## config.mk

```make
export PLATFORM = sky130hd
export DESIGN_NAME = video_timing_gen_flat
export DESIGN_NICKNAME = d
export VERILOG_FILES = /design/src/rtl/video_timing_if.sv /design/src/rtl/video_timing_gen.sv /design/src/flat_wrapper.sv
export SDC_FILE = /design/constraint.sdc
export NUM_CORES = 1
export LEC_CHECK = 0
export CORE_MARGIN = 2
export CORE_UTILIZATION = 56
export DETAILED_ROUTE_END_ITERATION = 12
export DONT_BUFFER_PORTS = 1
export PLACE_DENSITY = 0.74
export SETUP_SLACK_MARGIN = 0.1
export SLEW_MARGIN = 10
export SYNTH_ARGS = -nofsm -noshare
export SYNTH_HDL_FRONTEND = slang
export SYNTH_SLANG_ARGS = --single-unit
```

## constraint.sdc

```tcl
create_clock -name clock -period 2.2 [get_ports clock]
set_input_delay 0.22 -clock clock [delete_from_list [all_inputs] [get_ports clock]]
set_output_delay 0.22 -clock clock [all_outputs]
set_load 0.02 [all_outputs]
```

## src/rtl/video_timing_if.sv

```systemverilog
// Raster timing bundle driven by video_timing_gen towards pixel fetch and serializer logic.
// x/y, syncs, active and strobes always describe the same pixel on the same cycle.
interface video_timing_if;
   logic       running;
   logic       hsync;
   logic       vsync;
   logic       active;
   logic [9:0] x;
   logic [9:0] y;
   logic       line_start;
   logic       frame_start;

   modport master (
      output running, hsync, vsync, active, x, y, line_start, frame_start
   );
   modport slave (
      input running, hsync, vsync, active, x, y, line_start, frame_start
   );
endinterface

```

## src/rtl/video_timing_gen.sv

```systemverilog
// 640x480@72Hz raster timing generator: qualifies PLL lock, then runs x/y counters and
// derives syncs, blanking and line/frame strobes, all registered from the same next (x,y).
module video_timing_gen #(
   parameter int unsigned H_VISIBLE       = 640,
   parameter int unsigned H_FRONT         = 24,
   parameter int unsigned H_SYNC          = 40,
   parameter int unsigned H_BACK          = 128,
   parameter int unsigned V_VISIBLE       = 480,
   parameter int unsigned V_FRONT         = 9,
   parameter int unsigned V_SYNC          = 3,
   parameter int unsigned V_BACK          = 28,
   parameter int unsigned SYNC_ACTIVE_LOW = 1,
   parameter int unsigned LOCK_DELAY      = 16
) (
   input  logic           clock,
   input  logic           reset,
   input  logic           locked,
   video_timing_if.master vid
);

   // Totals must not exceed 1024 so the 10-bit counters cover the whole raster.
   localparam int unsigned H_TOTAL  = H_VISIBLE + H_FRONT + H_SYNC + H_BACK;
   localparam int unsigned V_TOTAL  = V_VISIBLE + V_FRONT + V_SYNC + V_BACK;
   localparam int unsigned HS_START = H_VISIBLE + H_FRONT;
   localparam int unsigned HS_END   = HS_START + H_SYNC;
   localparam int unsigned VS_START = V_VISIBLE + V_FRONT;
   localparam int unsigned VS_END   = VS_START + V_SYNC;
   localparam int unsigned LOCK_W   = (LOCK_DELAY > 1) ? $clog2(LOCK_DELAY) : 1;

   localparam logic              SYNC_IDLE = (SYNC_ACTIVE_LOW != 0);
   localparam logic [LOCK_W-1:0] LOCK_LAST = LOCK_W'(LOCK_DELAY - 1);
   localparam logic [LOCK_W-1:0] LOCK_ONE  = LOCK_W'(1);

   typedef enum logic [0:0] {StWaitLock, StRun} state_e;

   state_e            state_q;
   logic [LOCK_W-1:0] lock_cnt_q;
   logic [9:0]        x_q, y_q;
   logic              hsync_q, vsync_q, active_q, line_start_q, frame_start_q;

   logic [9:0] x_nxt, y_nxt;
   logic       x_wrap, y_wrap, hs_on, vs_on, act_nxt, go_run;

   // Outputs are decoded from the coordinate about to be registered, so every output lines up
   // with x/y. Outside RUN the next coordinate is (0,0), which is also the first RUN pixel.
   always_comb begin
      x_wrap = (x_q == 10'(H_TOTAL - 1));
      y_wrap = (y_q == 10'(V_TOTAL - 1));
      x_nxt  = '0;
      y_nxt  = '0;
      if (state_q == StRun) begin
         x_nxt = x_wrap ? 10'd0 : x_q + 10'd1;
         if (x_wrap) begin
            y_nxt = y_wrap ? 10'd0 : y_q + 10'd1;
         end else begin
            y_nxt = y_q;
         end
      end
      hs_on   = (x_nxt >= 10'(HS_START)) && (x_nxt < 10'(HS_END));
      vs_on   = (y_nxt >= 10'(VS_START)) && (y_nxt < 10'(VS_END));
      act_nxt = (x_nxt < 10'(H_VISIBLE)) && (y_nxt < 10'(V_VISIBLE));
      go_run  = locked && ((state_q == StRun) || (lock_cnt_q == LOCK_LAST));
   end

   always_ff @(posedge clock) begin
      if (reset || !go_run) begin
         state_q       <= StWaitLock;
         lock_cnt_q    <= (!reset && locked) ? lock_cnt_q + LOCK_ONE : '0;
         x_q           <= '0;
         y_q           <= '0;
         hsync_q       <= SYNC_IDLE;
         vsync_q       <= SYNC_IDLE;
         active_q      <= 1'b0;
         line_start_q  <= 1'b0;
         frame_start_q <= 1'b0;
      end else begin
         state_q       <= StRun;
         lock_cnt_q    <= '0;
         x_q           <= x_nxt;
         y_q           <= y_nxt;
         hsync_q       <= hs_on ^ SYNC_IDLE;
         vsync_q       <= vs_on ^ SYNC_IDLE;
         active_q      <= act_nxt;
         line_start_q  <= (x_nxt == 10'd0);
         frame_start_q <= (x_nxt == 10'd0) && (y_nxt == 10'd0);
      end
   end

   assign vid.running     = (state_q == StRun);
   assign vid.hsync       = hsync_q;
   assign vid.vsync       = vsync_q;
   assign vid.active      = active_q;
   assign vid.x           = x_q;
   assign vid.y           = y_q;
   assign vid.line_start  = line_start_q;
   assign vid.frame_start = frame_start_q;

endmodule

```

## src/flat_wrapper.sv

```systemverilog
// flat-port wrapper written by rule: the top's interface ports become plain ports
module video_timing_gen_flat 
#(
   parameter int unsigned H_VISIBLE       = 640,
   parameter int unsigned H_FRONT         = 24,
   parameter int unsigned H_SYNC          = 40,
   parameter int unsigned H_BACK          = 128,
   parameter int unsigned V_VISIBLE       = 480,
   parameter int unsigned V_FRONT         = 9,
   parameter int unsigned V_SYNC          = 3,
   parameter int unsigned V_BACK          = 28,
   parameter int unsigned SYNC_ACTIVE_LOW = 1,
   parameter int unsigned LOCK_DELAY      = 16
)
  (clock, reset, locked, vid_running, vid_hsync, vid_vsync, vid_active, vid_x, vid_y, vid_line_start, vid_frame_start);
  video_timing_if vid_i ();
  input  logic clock;
  input  logic reset;
  input  logic locked;
  output wire logic [$bits(vid_i.running)-1:0] vid_running;
  output wire logic [$bits(vid_i.hsync)-1:0] vid_hsync;
  output wire logic [$bits(vid_i.vsync)-1:0] vid_vsync;
  output wire logic [$bits(vid_i.active)-1:0] vid_active;
  output wire logic [$bits(vid_i.x)-1:0] vid_x;
  output wire logic [$bits(vid_i.y)-1:0] vid_y;
  output wire logic [$bits(vid_i.line_start)-1:0] vid_line_start;
  output wire logic [$bits(vid_i.frame_start)-1:0] vid_frame_start;
  assign vid_running = vid_i.running;
  assign vid_hsync = vid_i.hsync;
  assign vid_vsync = vid_i.vsync;
  assign vid_active = vid_i.active;
  assign vid_x = vid_i.x;
  assign vid_y = vid_i.y;
  assign vid_line_start = vid_i.line_start;
  assign vid_frame_start = vid_i.frame_start;
  video_timing_gen #(.H_VISIBLE(H_VISIBLE), .H_FRONT(H_FRONT), .H_SYNC(H_SYNC), .H_BACK(H_BACK), .V_VISIBLE(V_VISIBLE), .V_FRONT(V_FRONT), .V_SYNC(V_SYNC), .V_BACK(V_BACK), .SYNC_ACTIVE_LOW(SYNC_ACTIVE_LOW), .LOCK_DELAY(LOCK_DELAY)) u_core (.clock(clock), .reset(reset), .locked(locked), .vid(vid_i));
endmodule
```

== Yosys cells after proc, flatten, opt, wreduce, memory -nomap -nowiden ==
Cells that the tools add are included.

* Add/sub/neg operators: 3
* $mul: 0
* Divide/modulo/power cells: 0
* Magnitude comparators: 6
* Equal/unequal tests: 3
* Shifts and indexed selects: 0
* Mux-type cells: 6
* Bitwise gates (word level): 2
* Reductions and logical operators: 13

{| class="wikitable"
|+ Operators by type and width
! kind !! number
|-
| $mux W10 || 5
|-
| $add A10 B1 Y10 const B || 2
|-
| $eq A10 B10 Y1 const B || 2
|-
| $logic_not A10 Y1 || 2
|-
| $lt A10 B10 Y1 const B || 2
|-
| $lt A10 B9 Y1 const B || 2
|-
| $ge A10 B10 Y1 const B || 1
|-
| $ge A10 B9 Y1 const B || 1
|-
| $logic_and A1 B1 Y1 || 6
|-
| $add A4 B1 Y4 const B || 1
|-
| $eq A4 B4 Y1 const B || 1
|-
| $logic_not A1 Y1 || 2
|-
| $logic_or A1 B1 Y1 || 2
|-
| $not A1 Y1 || 2
|-
| $reduce_and A2 Y1 || 1
|-
| $mux W1 || 1
|}

* Bits in registers: 30
* Bits in latches: 0
* Memory bits (writable): 0
* Bits in read-only memories: 0
* Input bits: 3
* Memories kept: 0

== Depth between registers and ports, before layout ==
* Depth after elaboration: 7
* Mapped depth: 9
* Depth with buffers taken out: 7

== Least setup slack after synthesis ==
OpenSTA, ideal clock, no wires.

* Path type: register to register
* From: register u_core.x_q[4], in the netlist u_core.vid.x[4]
* To: register u_core.vsync_q, in the netlist u_core.vid.vsync
* Arrival: 2.343 ns
* Data required time: 2.066 ns
* Path slack: -0.278 ns
* Stages on the path, launching flop included: 9
* Buffers on the path: 2
* Clock period less this slack: 2.478 ns
* Cells stage by stage: dfxtp_1 > buf_6 > and4_1 > clkbuf_1 > nand3_1 > nor4_1 > xnor2_1 > nand4_1 > or4_1

* Longest elaborated chain between the ends: 6
* Elaborated cells on any way between the ends: 7
* Classes of those cells: order compare: 2; eq/ne: 1; mux: 2; bitwise: 1; reduce/logical: 1

{| class="wikitable"
|+ RTL lines
! item !! line !! text
|-
| from (decl) || video_timing_gen.sv:38 || <nowiki>logic [9:0] x_q, y_q;</nowiki>
|-
| from (signal assigned) || video_timing_gen.sv:79 || <nowiki>x_q <= x_nxt;</nowiki>
|-
| $eq A10 B10 Y1 (*) || video_timing_gen.sv:47 || <nowiki>x_wrap = (x_q == 10'(H_TOTAL - 1));</nowiki>
|-
| $mux W10 (*) || video_timing_gen.sv:53 || <nowiki>if (x_wrap) begin</nowiki>
|-
| $mux W10 (*) || video_timing_gen.sv:51 || <nowiki>if (state_q == StRun) begin</nowiki>
|-
| $ge A10 B9 Y1 or $lt A10 B9 Y1 (tied branches) || video_timing_gen.sv:60 || <nowiki>vs_on = (y_nxt >= 10'(VS_START)) && (y_nxt < 10'(VS_END));</nowiki>
|-
| $logic_and A1 B1 Y1 (*) || video_timing_gen.sv:60 ||
|-
| $not A1 Y1 (no line) (*) || n/a ||
|-
| to (signal assigned) || video_timing_gen.sv:82 || <nowiki>vsync_q <= vs_on ^ SYNC_IDLE;</nowiki>
|-
| to (decl) || video_timing_gen.sv:39 || <nowiki>logic hsync_q, vsync_q, active_q, line_start_q, frame_start_q;</nowiki>
|}

Every way passes the cells marked *; elsewhere a longest branch is shown, timed or not.
A chain may end at the register's enable or synchronous reset.

== Worst setup path after layout ==
* From: register u_core.y_q[5], in the netlist u_core.vid.y[5]
* To: register u_core.active_q, in the netlist u_core.vid.active

* Longest elaborated chain between the ends: 6
* Elaborated cells on any way between the ends: 7
* Classes of those cells: add/sub: 1; order compare: 1; eq/ne: 1; mux: 3; reduce/logical: 1

{| class="wikitable"
|+ RTL lines
! item !! line !! text
|-
| from (decl) || video_timing_gen.sv:38 ||
|-
| from (signal assigned) || video_timing_gen.sv:80 || <nowiki>y_q <= y_nxt;</nowiki>
|-
| $add A10 B1 Y10 or $eq A10 B10 Y1 (tied branches) || video_timing_gen.sv:54, video_timing_gen.sv:48 ||
|-
| $mux W10 || video_timing_gen.sv:54 || <nowiki>y_nxt = y_wrap ? 10'd0 : y_q + 10'd1;</nowiki>
|-
| $mux W10 (*) || video_timing_gen.sv:53 ||
|-
| $mux W10 (*) || video_timing_gen.sv:51 ||
|-
| $lt A10 B9 Y1 (*) || video_timing_gen.sv:61 || <nowiki>act_nxt = (x_nxt < 10'(H_VISIBLE)) && (y_nxt < 10'(V_VISIBLE));</nowiki>
|-
| $logic_and A1 B1 Y1 (*) || video_timing_gen.sv:61 ||
|-
| to (signal assigned) || video_timing_gen.sv:83 || <nowiki>active_q <= act_nxt;</nowiki>
|-
| to (decl) || video_timing_gen.sv:39 ||
|}

Marked as above.

==> results.sh <==
export IMPL_antenna_cells_inserted=0
export IMPL_critical_path_class="reg2reg"
export IMPL_final_max_slew_viol_count=0
export IMPL_cts_buffers_inserted=5
export IMPL_worst_setup_path_startpoint="u_core.vid.y[5]$_SDFF_PN0_"
export IMPL_worst_endpoint_arrival_ns=2.34
export IMPL_transition_at_the_pin_with_the_smallest_max_transition_slack_ns=0.579
export IMPL_detailed_place_area_um2=1900
export IMPL_finalCritPeriodShare_pct=94.2
export IMPL_violations="design-rule violations"
export IMPL_critPathMostFrequentCell="sky130_fd_sc_hd__or4_4"
export IMPL_die_outline_height_um=59.0
export IMPL_initial_antenna_violation_count=0
export IMPL_synth_cell_type_count=47
export IMPL_root_buffer="sky130_fd_sc_hd__clkbuf_4"
export IMPL_setup_violations_final=0
export IMPL_drive_above_1_share_pct=34.6
export IMPL_drt_antenna_violating_nets=0
export IMPL_worstPathRequired_ns=2.46
export IMPL_grt_first_pass_wirelength_um=7430
export IMPL_reg2reg_from="u_core.vid.y[5]$_SDFF_PN0_"
export IMPL_hp_start="reset"
export IMPL_crit_path_cell_trace="or4_4, or4_4, o21ai_4, nor2_1, nand4_1, buf_4, nor4b_4"
export IMPL_design_die_area_um2=3480
export IMPL_path_depth=7
export IMPL_critPathTopFamily="simple AND/OR/NAND/NOR gates"
export IMPL_nFillCells=197
export IMPL_hold_viol_final=0
export IMPL_postSynth_asyncResetShare_pct=0
export IMPL_drt_wl_total_um=4750
export IMPL_postSynth_topFlopCell="sky130_fd_sc_hd__dfxtp_1"
export IMPL_ys_ff_latch=30
export IMPL_grt_setup_unrepaired="true"
export IMPL_max_slew_margin_pct=60.4
export IMPL_hold_depth=3
export IMPL_vias=1695
export IMPL_layout_nets=239
export IMPL_clock_skew_ns=0.00879
export IMPL_max_clock_buf_depth=2
export IMPL_cts_htree_levels=2
export IMPL_final_min_clock_period_ns=2.07
export IMPL_area_growth_pct=24.6
export IMPL_cap_violations=0
export IMPL_grt_start_max_net_pins=14
export IMPL_initialDrtViolationCount=121
export IMPL_pre_antenna_drt_iters=11
export IMPL_synth_nets=209
export IMPL_place_hpwl_um=3240
export IMPL_worstPathMaxFanout=3
export IMPL_timing_hold_worst_class="in2reg"
export IMPL_layout_setup_ws_ns=0.127
export IMPL_number_of_global_route_vias_before_repair=1585
export IMPL_worst_skew_late_latency_ns=0.34
export IMPL_wl_per_cell_um=17.9
export IMPL_layout_cell_area_non_filler_um2=2110
export IMPL_leakagePower_uw=0.000727
export IMPL_hold_slack_ns=0.126
export IMPL_clk_pin_slew_ns=0.10
export IMPL_syn_cell_area_um2=1690
export IMPL_routed_via_density=6.40
export IMPL_synth_sequential_area_ratio_pct=35.5
export IMPL_synthesis_area_per_instance_um2=8.33
export IMPL_io_pins=29
export IMPL_cellPowerDensity_nw_per_um2=424
export IMPL_crit_path_end_kind="flop"
export IMPL_synth_edf_count=0
export IMPL_critical_path_n_buffers_inverters=1
export IMPL_post_layout_total_power_uw=894
export IMPL_slack_of_the_worst_reg_to_reg_path_ns=0.13
export IMPL_placement_stage_worst_setup_slack_ns=0.0970
export IMPL_initial_core_utilization_pct=60.3
export IMPL_cp_start_kind="flop"
export IMPL_die_width_um=59.0
export IMPL_crit_path_max_incr_delay_ns=0.54
export IMPL_ff2ff_path_depth=7
export IMPL_utilization_pct=75.2
export IMPL_clock_sink_count=30
export IMPL_tritoncts="done"
export IMPL_maxClockFrequency_mhz=482
export IMPL_groute_usage_overall_pct=28.5
export IMPL_post_route_drc_count=2
export IMPL_critical_path_sink="u_core.vid.active$_SDFF_PN0_"
export IMPL_standard_cell_with_the_maximum_stage_delay_on_the_critical_path="sky130_fd_sc_hd__or4_4"
export IMPL_grt_overflow=0
export IMPL_port_buffers=0
export IMPL_result_of_the_run="finished with violations"
export IMPL_syn_instance_count=203
export IMPL_ir_drop_uv=420
export IMPL_core_area_um2=2810
export IMPL_synthesis_yosys_warnings=0
export IMPL_finalWeightedCongestion=0.953
export IMPL_timing_rr_end="u_core.vid.active$_SDFF_PN0_"
export IMPL_fp_row_count=19
[logic make-up after synthesis]
group | after synthesis | synth area share (%)
and+or+nand+nor | 109 | 35.1
DFF | 30 | 35.5
AOI/OAI and AO/OA | 29 | 11.8
xor gates and xnor gates | 17 | 8.80
buffers and inverters | 15 | 6.58
adders and majority gates | 3 | 2.22
[metrics by stage]
step	instances	TNS (ns)
floorplan	203	0
global placement	250	0
detailed placement	250	0
CTS	259	0
global route	265	-0.0119
finish	265	0
[synth_stat cells, types with 2 or more instances]
cell type | count | area share, %
sky130_fd_sc_hd__nand2b_1 | 3 | 1.1
sky130_fd_sc_hd__or4_1 | 3 | 1.3
sky130_fd_sc_hd__ha_1 | 3 | 2.2
sky130_fd_sc_hd__a2111oi_0 | 2 | 1.0
sky130_fd_sc_hd__clkbuf_1 | 4 | 0.89
sky130_fd_sc_hd__inv_1 | 3 | 0.67
sky130_fd_sc_hd__nand3_1 | 11 | 3.3
sky130_fd_sc_hd__nor4_1 | 6 | 2.2
sky130_fd_sc_hd__nor2_1 | 35 | 7.8
sky130_fd_sc_hd__buf_6 | 5 | 3.3
sky130_fd_sc_hd__xor2_1 | 7 | 3.6
sky130_fd_sc_hd__nor3_1 | 12 | 3.6
sky130_fd_sc_hd__buf_4 | 2 | 0.89
sky130_fd_sc_hd__xnor2_1 | 10 | 5.2
sky130_fd_sc_hd__dfxtp_1 | 30 | 36
sky130_fd_sc_hd__a21oi_1 | 5 | 1.5
sky130_fd_sc_hd__nand2_1 | 15 | 3.3
sky130_fd_sc_hd__or2b_1 | 2 | 0.89
sky130_fd_sc_hd__o21ai_0 | 7 | 2.1
sky130_fd_sc_hd__and4_1 | 2 | 1.0
sky130_fd_sc_hd__nand4_1 | 7 | 2.6
sky130_fd_sc_hd__a31oi_1 | 2 | 0.74
sky130_fd_sc_hd__nor3b_1 | 3 | 1.3
[repair_timing]
item | CTS | global route
setup endpoints to repair | 1 | 9
setup buffers | 1 | 6
hold buffers | 0 | 0
pin swaps | 1 | 6
gates resized for setup | 0 | 17
[where the power goes]
group | switching [uW] | internal, uW | leakage (uW)
sequential | 1.39 | 537 | 0.000251
combinational | 2.69 | 2.01 | 0.000437
clock | 197 | 154 | 0.0000386
total | 201 | 693 | 0.000727
[final cells by class]
cell class	count	area [um^2]	area share [%]
clock buffers	6	51.3	2.43
flip-flops and latches	30	634	30.1
repair buffers	35	263	12.5
clock inverters	2	11.3	0.534
multi-input cells	158	1100	52.1
well taps	31	38.8	1.84
inverters	3	11.3	0.534
[metal layers]
metal | wire length (um) | share of wire [%] | track usage [%] | vias up
met2 | 2200 | 46 | 43.2 | 112
met3 | 467 | 9.8 | 7.03 | 16
li1 | - | - | - | 781
met5 | 0 | 0 | 0 | -
met1 | 1960 | 41 | 37.1 | 786
met4 | 123 | 2.6 | 15.6 | 0
[registers in the layout (all words and copies together) (netlist names)]
name                    flops
u_core.lock_cnt_q           4
u_core.vid.active           1
u_core.vid.frame_start      1
u_core.vid.hsync            1
u_core.vid.line_start       1
u_core.vid.running          1
u_core.vid.vsync            1
u_core.vid.x               10
u_core.vid.y               10
[worst reg2reg max path, cell delays in order, from the launching register on]
cell and delay (ns):
sky130_fd_sc_hd__dfxtp_1 0.33, sky130_fd_sc_hd__or4_4 0.55, sky130_fd_sc_hd__or4_4 0.46, sky130_fd_sc_hd__o21ai_4 0.20, sky130_fd_sc_hd__nor2_1 0.07, sky130_fd_sc_hd__nand4_1 0.12
sky130_fd_sc_hd__buf_4 0.12, sky130_fd_sc_hd__nor4b_4 0.16
[worst min path at each step]
stage	to	slack [ns]
2_1_floorplan	u_core.lock_cnt_q[0]$_SDFF_PN0_	0.42
3_3_place_gp	u_core.lock_cnt_q[0]$_SDFF_PN0_	0.43
3_5_place_dp	u_core.lock_cnt_q[0]$_SDFF_PN0_	0.44
4_1_cts	u_core.lock_cnt_q[0]$_SDFF_PN0_	0.12
5_1_grt	u_core.lock_cnt_q[0]$_SDFF_PN0_	0.13
6_report	u_core.lock_cnt_q[0]$_SDFF_PN0_	0.13
[layout by cell type (no fill, tap or decap), types with 5 or more instances in the layout]
| master | n |
|---|---|
| sky130_fd_sc_hd__buf_4 | 35 |
| sky130_fd_sc_hd__nor2_1 | 34 |
| sky130_fd_sc_hd__nand2_1 | 15 |
| sky130_fd_sc_hd__dfxtp_1 | 15 |
| sky130_fd_sc_hd__nor3_1 | 12 |
| sky130_fd_sc_hd__xnor2_1 | 10 |
| sky130_fd_sc_hd__nand3_1 | 9 |
| sky130_fd_sc_hd__dfxtp_2 | 9 |
| sky130_fd_sc_hd__nand4_1 | 7 |
| sky130_fd_sc_hd__o21ai_0 | 7 |
| sky130_fd_sc_hd__dfxtp_4 | 6 |
| sky130_fd_sc_hd__xor2_1 | 5 |
| sky130_fd_sc_hd__clkbuf_4 | 5 |
No activity file was read; power rests on OpenSTA's default activity.
